<file path="src/rtl/afe_pkg.sv">
// Shared definitions for the AFE command path: opcode and run-state encodings
// plus the bit-field layout of a command word.
package afe_pkg;

  typedef enum logic [1:0] {
    OP_NOOP  = 2'b00,
    OP_START = 2'b01,
    OP_STOP  = 2'b10,
    OP_RSVD  = 2'b11
  } opcode_t;

  typedef enum logic [1:0] {
    ST_IDLE     = 2'd0,
    ST_ARM      = 2'd1,
    ST_RUNNING  = 2'd2,
    ST_STOPPING = 2'd3
  } run_state_t;

  localparam int OPCODE_MSB  = 15;
  localparam int OPCODE_LSB  = 14;
  localparam int VALUE_MSB   = 13;
  localparam int VALUE_LSB   = 0;
  localparam int VALUE_WIDTH = VALUE_MSB - VALUE_LSB + 1;

endpackage

</file>
<file path="src/rtl/run_controller.sv">
// Acquisition run-state controller: validates commands against the run state,
// arms the AFE for a fixed window, and defers stops to the next frame boundary.
module run_controller
  import afe_pkg::*;
#(
  parameter int CMD_WIDTH     = 16,
  parameter int COUNT_WIDTH   = 32,
  parameter int VAL_SHIFT     = 2,
  parameter int MIN_COUNT     = 64,
  parameter int DEFAULT_COUNT = 5000,
  parameter int ARM_CYCLES    = 16
) (
  input  logic                   clk_in,
  input  logic                   reset_n,
  input  logic [CMD_WIDTH-1:0]   cmd_word,
  input  logic                   cmd_valid,
  input  logic                   frame_done,
  output logic                   running,
  output logic                   afe_reset,
  output logic [COUNT_WIDTH-1:0] integration_clock_count,
  output logic                   cmd_ack,
  output logic                   cmd_nack,
  output logic                   cmd_error,
  output logic [1:0]             state_out
);

  localparam int ARM_W = $clog2(ARM_CYCLES + 1);

  run_state_t             state, state_nxt;
  logic [ARM_W-1:0]       arm_cnt, arm_nxt;
  logic [COUNT_WIDTH-1:0] count_nxt, scaled;
  logic                   ack_nxt, nack_nxt, error_nxt;
  opcode_t                opcode;
  logic [VALUE_WIDTH-1:0] value;

  // Command handshake: cmd_valid is a one-cycle strobe with no back-pressure;
  // every strobed word is answered by exactly one of cmd_ack / cmd_nack on the
  // following cycle.
  assign opcode = opcode_t'(cmd_word[OPCODE_MSB:OPCODE_LSB]);
  assign value  = cmd_word[VALUE_MSB:VALUE_LSB];
  assign scaled = COUNT_WIDTH'(value) << VAL_SHIFT;

  always_comb begin
    state_nxt = state;
    arm_nxt   = arm_cnt;
    count_nxt = integration_clock_count;
    ack_nxt   = 1'b0;
    nack_nxt  = 1'b0;
    error_nxt = cmd_error;

    case (state)
      ST_ARM: begin
        if (arm_cnt <= ARM_W'(1)) state_nxt = ST_RUNNING;
        else                      arm_nxt   = arm_cnt - ARM_W'(1);
      end
      ST_STOPPING: if (frame_done) state_nxt = ST_IDLE;
      default: ;
    endcase

    // Commands override the autonomous transitions above.
    if (cmd_valid) begin
      case (opcode)
        OP_NOOP: ack_nxt = 1'b1;
        OP_START: begin
          if (state == ST_IDLE) begin
            ack_nxt   = 1'b1;
            count_nxt = (scaled < COUNT_WIDTH'(MIN_COUNT)) ? COUNT_WIDTH'(MIN_COUNT) : scaled;
            arm_nxt   = ARM_W'(ARM_CYCLES);
            state_nxt = ST_ARM;
          end else begin
            nack_nxt  = 1'b1;
            error_nxt = 1'b1;
          end
        end
        OP_STOP: begin
          ack_nxt = 1'b1;
          case (state)
            ST_ARM:     state_nxt = ST_IDLE;
            ST_RUNNING: state_nxt = frame_done ? ST_IDLE : ST_STOPPING;
            default: ;
          endcase
        end
        default: begin
          nack_nxt  = 1'b1;
          error_nxt = 1'b1;
        end
      endcase
    end
  end

  always_ff @(posedge clk_in or negedge reset_n) begin
    if (!reset_n) begin
      state                   <= ST_IDLE;
      arm_cnt                 <= '0;
      integration_clock_count <= COUNT_WIDTH'(DEFAULT_COUNT);
      cmd_ack                 <= 1'b0;
      cmd_nack                <= 1'b0;
      cmd_error               <= 1'b0;
      running                 <= 1'b0;
      afe_reset               <= 1'b0;
    end else begin
      state                   <= state_nxt;
      arm_cnt                 <= arm_nxt;
      integration_clock_count <= count_nxt;
      cmd_ack                 <= ack_nxt;
      cmd_nack                <= nack_nxt;
      cmd_error               <= error_nxt;
      // Level outputs follow the next state so they align with state_out.
      running                 <= (state_nxt == ST_RUNNING) || (state_nxt == ST_STOPPING);
      afe_reset               <= (state_nxt == ST_ARM);
    end
  end

  assign state_out = state;

endmodule

</file>
<file path="config.mk">
export PLATFORM = sky130hd
export DESIGN_NAME = run_controller
export DESIGN_NICKNAME = d
export VERILOG_FILES = /design/src/rtl/afe_pkg.sv /design/src/rtl/run_controller.sv
export SDC_FILE = /design/constraint.sdc
export NUM_CORES = 1
export LEC_CHECK = 0
export CAP_MARGIN = 10
export CELL_PAD_IN_SITES_DETAIL_PLACEMENT = 0
export CELL_PAD_IN_SITES_GLOBAL_PLACEMENT = 2
export CORE_MARGIN = 2
export CORE_UTILIZATION = 25
export DETAILED_ROUTE_END_ITERATION = 10
export PLACE_DENSITY = 0.81
export SYNTH_ARGS = -nofsm -noshare
export SYNTH_HDL_FRONTEND = slang
export SYNTH_SLANG_ARGS = --single-unit
</file>
<file path="constraint.sdc">
create_clock -name clk_in -period 2.15 [get_ports clk_in]
set_input_delay 0.5375 -clock clk_in [delete_from_list [all_inputs] [get_ports clk_in]]
set_output_delay 0.5375 -clock clk_in [all_outputs]
set_load 0.05 [all_outputs]
</file>
==> metrics.log <==
INFO  metric part_of_the_yosys_area_used_for_sequential_elements = 0.451
INFO  metric drive_above_1_share = 0.176
INFO  metric drt.antenna.violating_nets = 0
INFO  metric report.power.total = 0.00242 W
INFO  metric timing.final.setup_violations = 0
INFO  metric rsz0062_at_grt = false
INFO  metric timing.fmax = 490 MHz
INFO  metric result_of_the_run = finished, final reports clean
INFO  metric slew_violations = 0
INFO  metric num_rows = 27
INFO  metric synthArstFlopShare = 1.00
INFO  metric place_congestion = 0.736
INFO  metric routed-via-count = 1,179
INFO  metric ctsHtreeMaxLevel = 1
INFO  metric grt_usage = 0.103
INFO  metric ctsRootBufferMaster = sky130_fd_sc_hd__clkbuf_8
INFO  metric max_cap_viol_count = 0
INFO  metric peak_ir_drop_on_the_vdd_network = 373 uV
INFO  metric clock_tree_buf_depth = 2
INFO  metric final_cell_area = 2000 sq um
INFO  metric die_width = 80.3 microns
INFO  metric ys.warnings.count = 0
INFO  metric detailroute.wirelength.met3 = 185 microns
INFO  metric power-per-cell-area = 1210 nW/um^2
INFO  metric post_synth_instance_area = 1460 sq um
INFO  metric fp.dieH = 80.3 microns
INFO  metric post-place-cells = 272
INFO  metric ys_seq_elements = 26
INFO  metric worst_skew_pair.late_latency = 0.27 ns
INFO  metric cp-end-kind = register
INFO  metric synth.lib_cells_used.distinct = 36
INFO  metric finalCritPeriodShare = 0.949
INFO  metric cts.clk_slew.worst_paths = 0.09 ns
INFO  metric grt_pass1_wl = 5180 microns
INFO  metric layout.nets = 235
INFO  metric yosys_most_used_dff = sky130_fd_sc_hd__dfrtp_1
INFO  metric layoutNonFillerInstCount = 276
INFO  metric critical_path_class = in2reg
INFO  metric place.port_buffers = 40
INFO  metric die_area = 6450 sq um
INFO  metric number_of_antenna_violations_at_the_first_check_in_global_routing = 0
INFO  metric count_of_mapped_cells_out_of_synthesis = 151
INFO  metric synth_enable_flop_cells = 0
INFO  metric dr.pass1.iters = 3
INFO  metric cts_tree = yes
INFO  metric worst_clock_skew = 0.000732 ns
INFO  metric initial_utilization = 0.261
INFO  metric total_leakage_power = 0.935 nW
INFO  metric top_layer = met4
INFO  metric post_cts_resize_count = 0
INFO  metric placeableCoreArea = 5570 sq um
INFO  metric fin_crit = 2.04 ns
INFO  metric dpl.hpwl = 2490 microns
INFO  metric grt_max_degree = 27
INFO  metric remaining_drc_errors = 0
INFO  metric boundaryPins = 59
INFO  metric dp_area = 1940 sq um
INFO  metric worst_setup_path_start_kind = input pin
INFO  metric avgRoutedWirePerCell = 11.8 microns
INFO  metric vias_in_the_first_global_route = 1,125
INFO  metric hold_class = reg2reg
INFO  metric cp.required = 2.31 ns
INFO  metric vias_per_cell = 4.27
INFO  metric wirelength = 3250 microns
INFO  metric globalRoute.totalOverflow = 0
INFO  metric tightestPinTransition = 0.773 ns
INFO  metric route.met2.wl = 1510 microns
INFO  metric wl_met1 = 1490 microns
INFO  metric count_of_antenna_diodes_in_the_layout = 0
INFO  metric arrival_time_at_the_worst_endpoint = 2.20 ns
INFO  metric hold_viol_final = 0
INFO  metric max-slew-margin-rel = 0.480
INFO  metric tritoncts_num_sinks = 26
INFO  metric dr.first_iter.drc_count = 53
INFO  metric maximum_fanout_encountered_on_the_critical_timing_path = 2
INFO  metric post-cts-setup-buffers = 0
INFO  metric syn_to_layout_area_delta = 37.3%
INFO  metric cts-hold-fix-buffers = 0
INFO  metric syn_avg_cell_area = 9.64 sq um
INFO  metric fin_tns_setup = 0 ns
INFO  metric cts_buffers = 3
==> synthesized netlist by cell type (all sizes together) (2+ instances only) <==
| master | count | area, sq um |
|---|---|---|
| a31oi | 3 | 18.8 |
| buf | 18 | 135 |
| a21oi | 5 | 25.0 |
| nor4 | 3 | 18.8 |
| a21o | 2 | 15.0 |
| a22o | 4 | 35.0 |
| nand2 | 30 | 113 |
| nor2 | 10 | 37.5 |
| nor3 | 3 | 15.0 |
| ha | 10 | 125 |
| or4 | 2 | 18.8 |
| dfstp | 5 | 131 |
| and3 | 2 | 12.5 |
| o21ai | 2 | 10.0 |
| a2bb2oi | 2 | 23.8 |
| inv | 9 | 33.8 |
| a211oi | 2 | 15.0 |
| clkbuf | 3 | 11.3 |
| dfrtp | 21 | 526 |
| nor3b | 2 | 15.0 |
==> logic make-up (layout without fill, tap and decap cells) <==
logic type	after synthesis	after routing	synth area share
and+or+nand+nor	57	57	0.181
buffers and inverters	30	66	0.124
AOI/OAI and AO/OA	26	26	0.149
DFF	26	26	0.451
adders and majority gates	10	10	0.0860
other	1	18	0.00258
xor gates and xnor gates	1	1	0.00602
==> final cells by class <==
class	count	area (sq um)
Clock buffer	4	55.1
Fill cell	577	3580
Inverter	9	33.8
Multi-Input combinational cell	112	682
Sequential cell	26	657
Tap cell	72	90.1
Timing Repair Buffer	53	480
==> power breakdown <==
| part | internal, W | switching, W | total (W) |
|---|---|---|---|
| clock | 0.000164 | 0.000163 | 0.000327 |
| combinational | 0.000447 | 0.000833 | 0.00128 |
| sequential | 0.000682 | 0.000126 | 0.000808 |
==> flip-flops by register name (all words and copies together) (netlist names) <==
| register | cells |
|---|---|
| cmd_error | 1 |
| afe_reset | 1 |
| integration_clock_count | 14 |
| running | 1 |
| cmd_ack | 1 |
| cmd_nack | 1 |
| state_out | 2 |
| arm_cnt | 5 |
==> worst paths after layout <==
kind,start,end,slack (ns),cells after the start
worst max-delay path,cmd_word[14],afe_reset$_DFF_PN0_,0.11,7
worst max register to register,arm_cnt[1]$_DFF_PN0_,afe_reset$_DFF_PN0_,0.17,7
min in group asynchronous,reset_n,arm_cnt[4]$_DFF_PN0_,0.63,2
worst min-delay path,integration_clock_count[12]$_DFFE_PN1P_,integration_clock_count[12]$_DFFE_PN1P_,0.46,2
worst min register to register,integration_clock_count[12]$_DFFE_PN1P_,integration_clock_count[12]$_DFFE_PN1P_,0.46,2
max in group asynchronous,reset_n,integration_clock_count[12]$_DFFE_PN1P_,1.21,2
==> stage by stage <==
| step | setup WS (ns) | utilization | hold WS, ns |
|---|---|---|---|
| final | 0.110 | 0.358 | 0.459 |
| after global routing | 0.0298 | 0.358 | 0.472 |
| after CTS | 0.104 | 0.358 | 0.465 |
| after detailed placement | -0.198 | 0.349 | 0.449 |
| after global placement | -0.135 | 0.349 | 0.448 |
| after floorplan | 0.146 | - | 0.242 |
==> per-layer routing <==
metal  vias up  GRT usage
li1        579          -
met1       561      0.132
met2        35      0.165
met3         4     0.0191
met4         0     0.0508
met5         -          0
==> placed cells by master (no fill, tap or decap) <==
master,instances
sky130_fd_sc_hd__ha_1,10
sky130_fd_sc_hd__a31oi_1,3
sky130_fd_sc_hd__o21ba_2,1
sky130_fd_sc_hd__nor4_1,3
sky130_fd_sc_hd__nor3_1,3
sky130_fd_sc_hd__inv_1,8
sky130_fd_sc_hd__a22o_1,4
sky130_fd_sc_hd__inv_2,1
sky130_fd_sc_hd__xnor2_1,1
sky130_fd_sc_hd__and3_1,2
sky130_fd_sc_hd__a21oi_1,5
sky130_fd_sc_hd__o41ai_4,1
sky130_fd_sc_hd__clkdlybuf4s50_1,33
sky130_fd_sc_hd__a211oi_1,2
sky130_fd_sc_hd__clkbuf_8,4
sky130_fd_sc_hd__buf_4,20
sky130_fd_sc_hd__a21o_1,2
sky130_fd_sc_hd__dfrtp_1,21
sky130_fd_sc_hd__dfstp_2,5
sky130_fd_sc_hd__a311oi_2,1
sky130_fd_sc_hd__a2bb2oi_2,1
sky130_fd_sc_hd__or4_4,1
sky130_fd_sc_hd__or4_1,1
sky130_fd_sc_hd__nand2_1,30
sky130_fd_sc_hd__o31ai_1,1
sky130_fd_sc_hd__o21a_1,1
sky130_fd_sc_hd__o21ai_0,2
sky130_fd_sc_hd__o22ai_1,1
sky130_fd_sc_hd__nand3_1,1
sky130_fd_sc_hd__nand2b_1,1
sky130_fd_sc_hd__nor2_1,10
sky130_fd_sc_hd__or4b_1,1
sky130_fd_sc_hd__nor2b_1,1
sky130_fd_sc_hd__nor3b_1,2
sky130_fd_sc_hd__or2_2,1
sky130_fd_sc_hd__conb_1,18
sky130_fd_sc_hd__a2bb2oi_1,1
==> critical path, stage by stage <==
cell and delay (ns):
sky130_fd_sc_hd__clkdlybuf4s50_1 0.48, sky130_fd_sc_hd__inv_1 0.06, sky130_fd_sc_hd__ha_1 0.30, sky130_fd_sc_hd__nand2_1 0.07
sky130_fd_sc_hd__or4_1 0.52, sky130_fd_sc_hd__a2bb2oi_2 0.18, sky130_fd_sc_hd__nor3_1 0.05
Power figures use the tool's default switching activity.
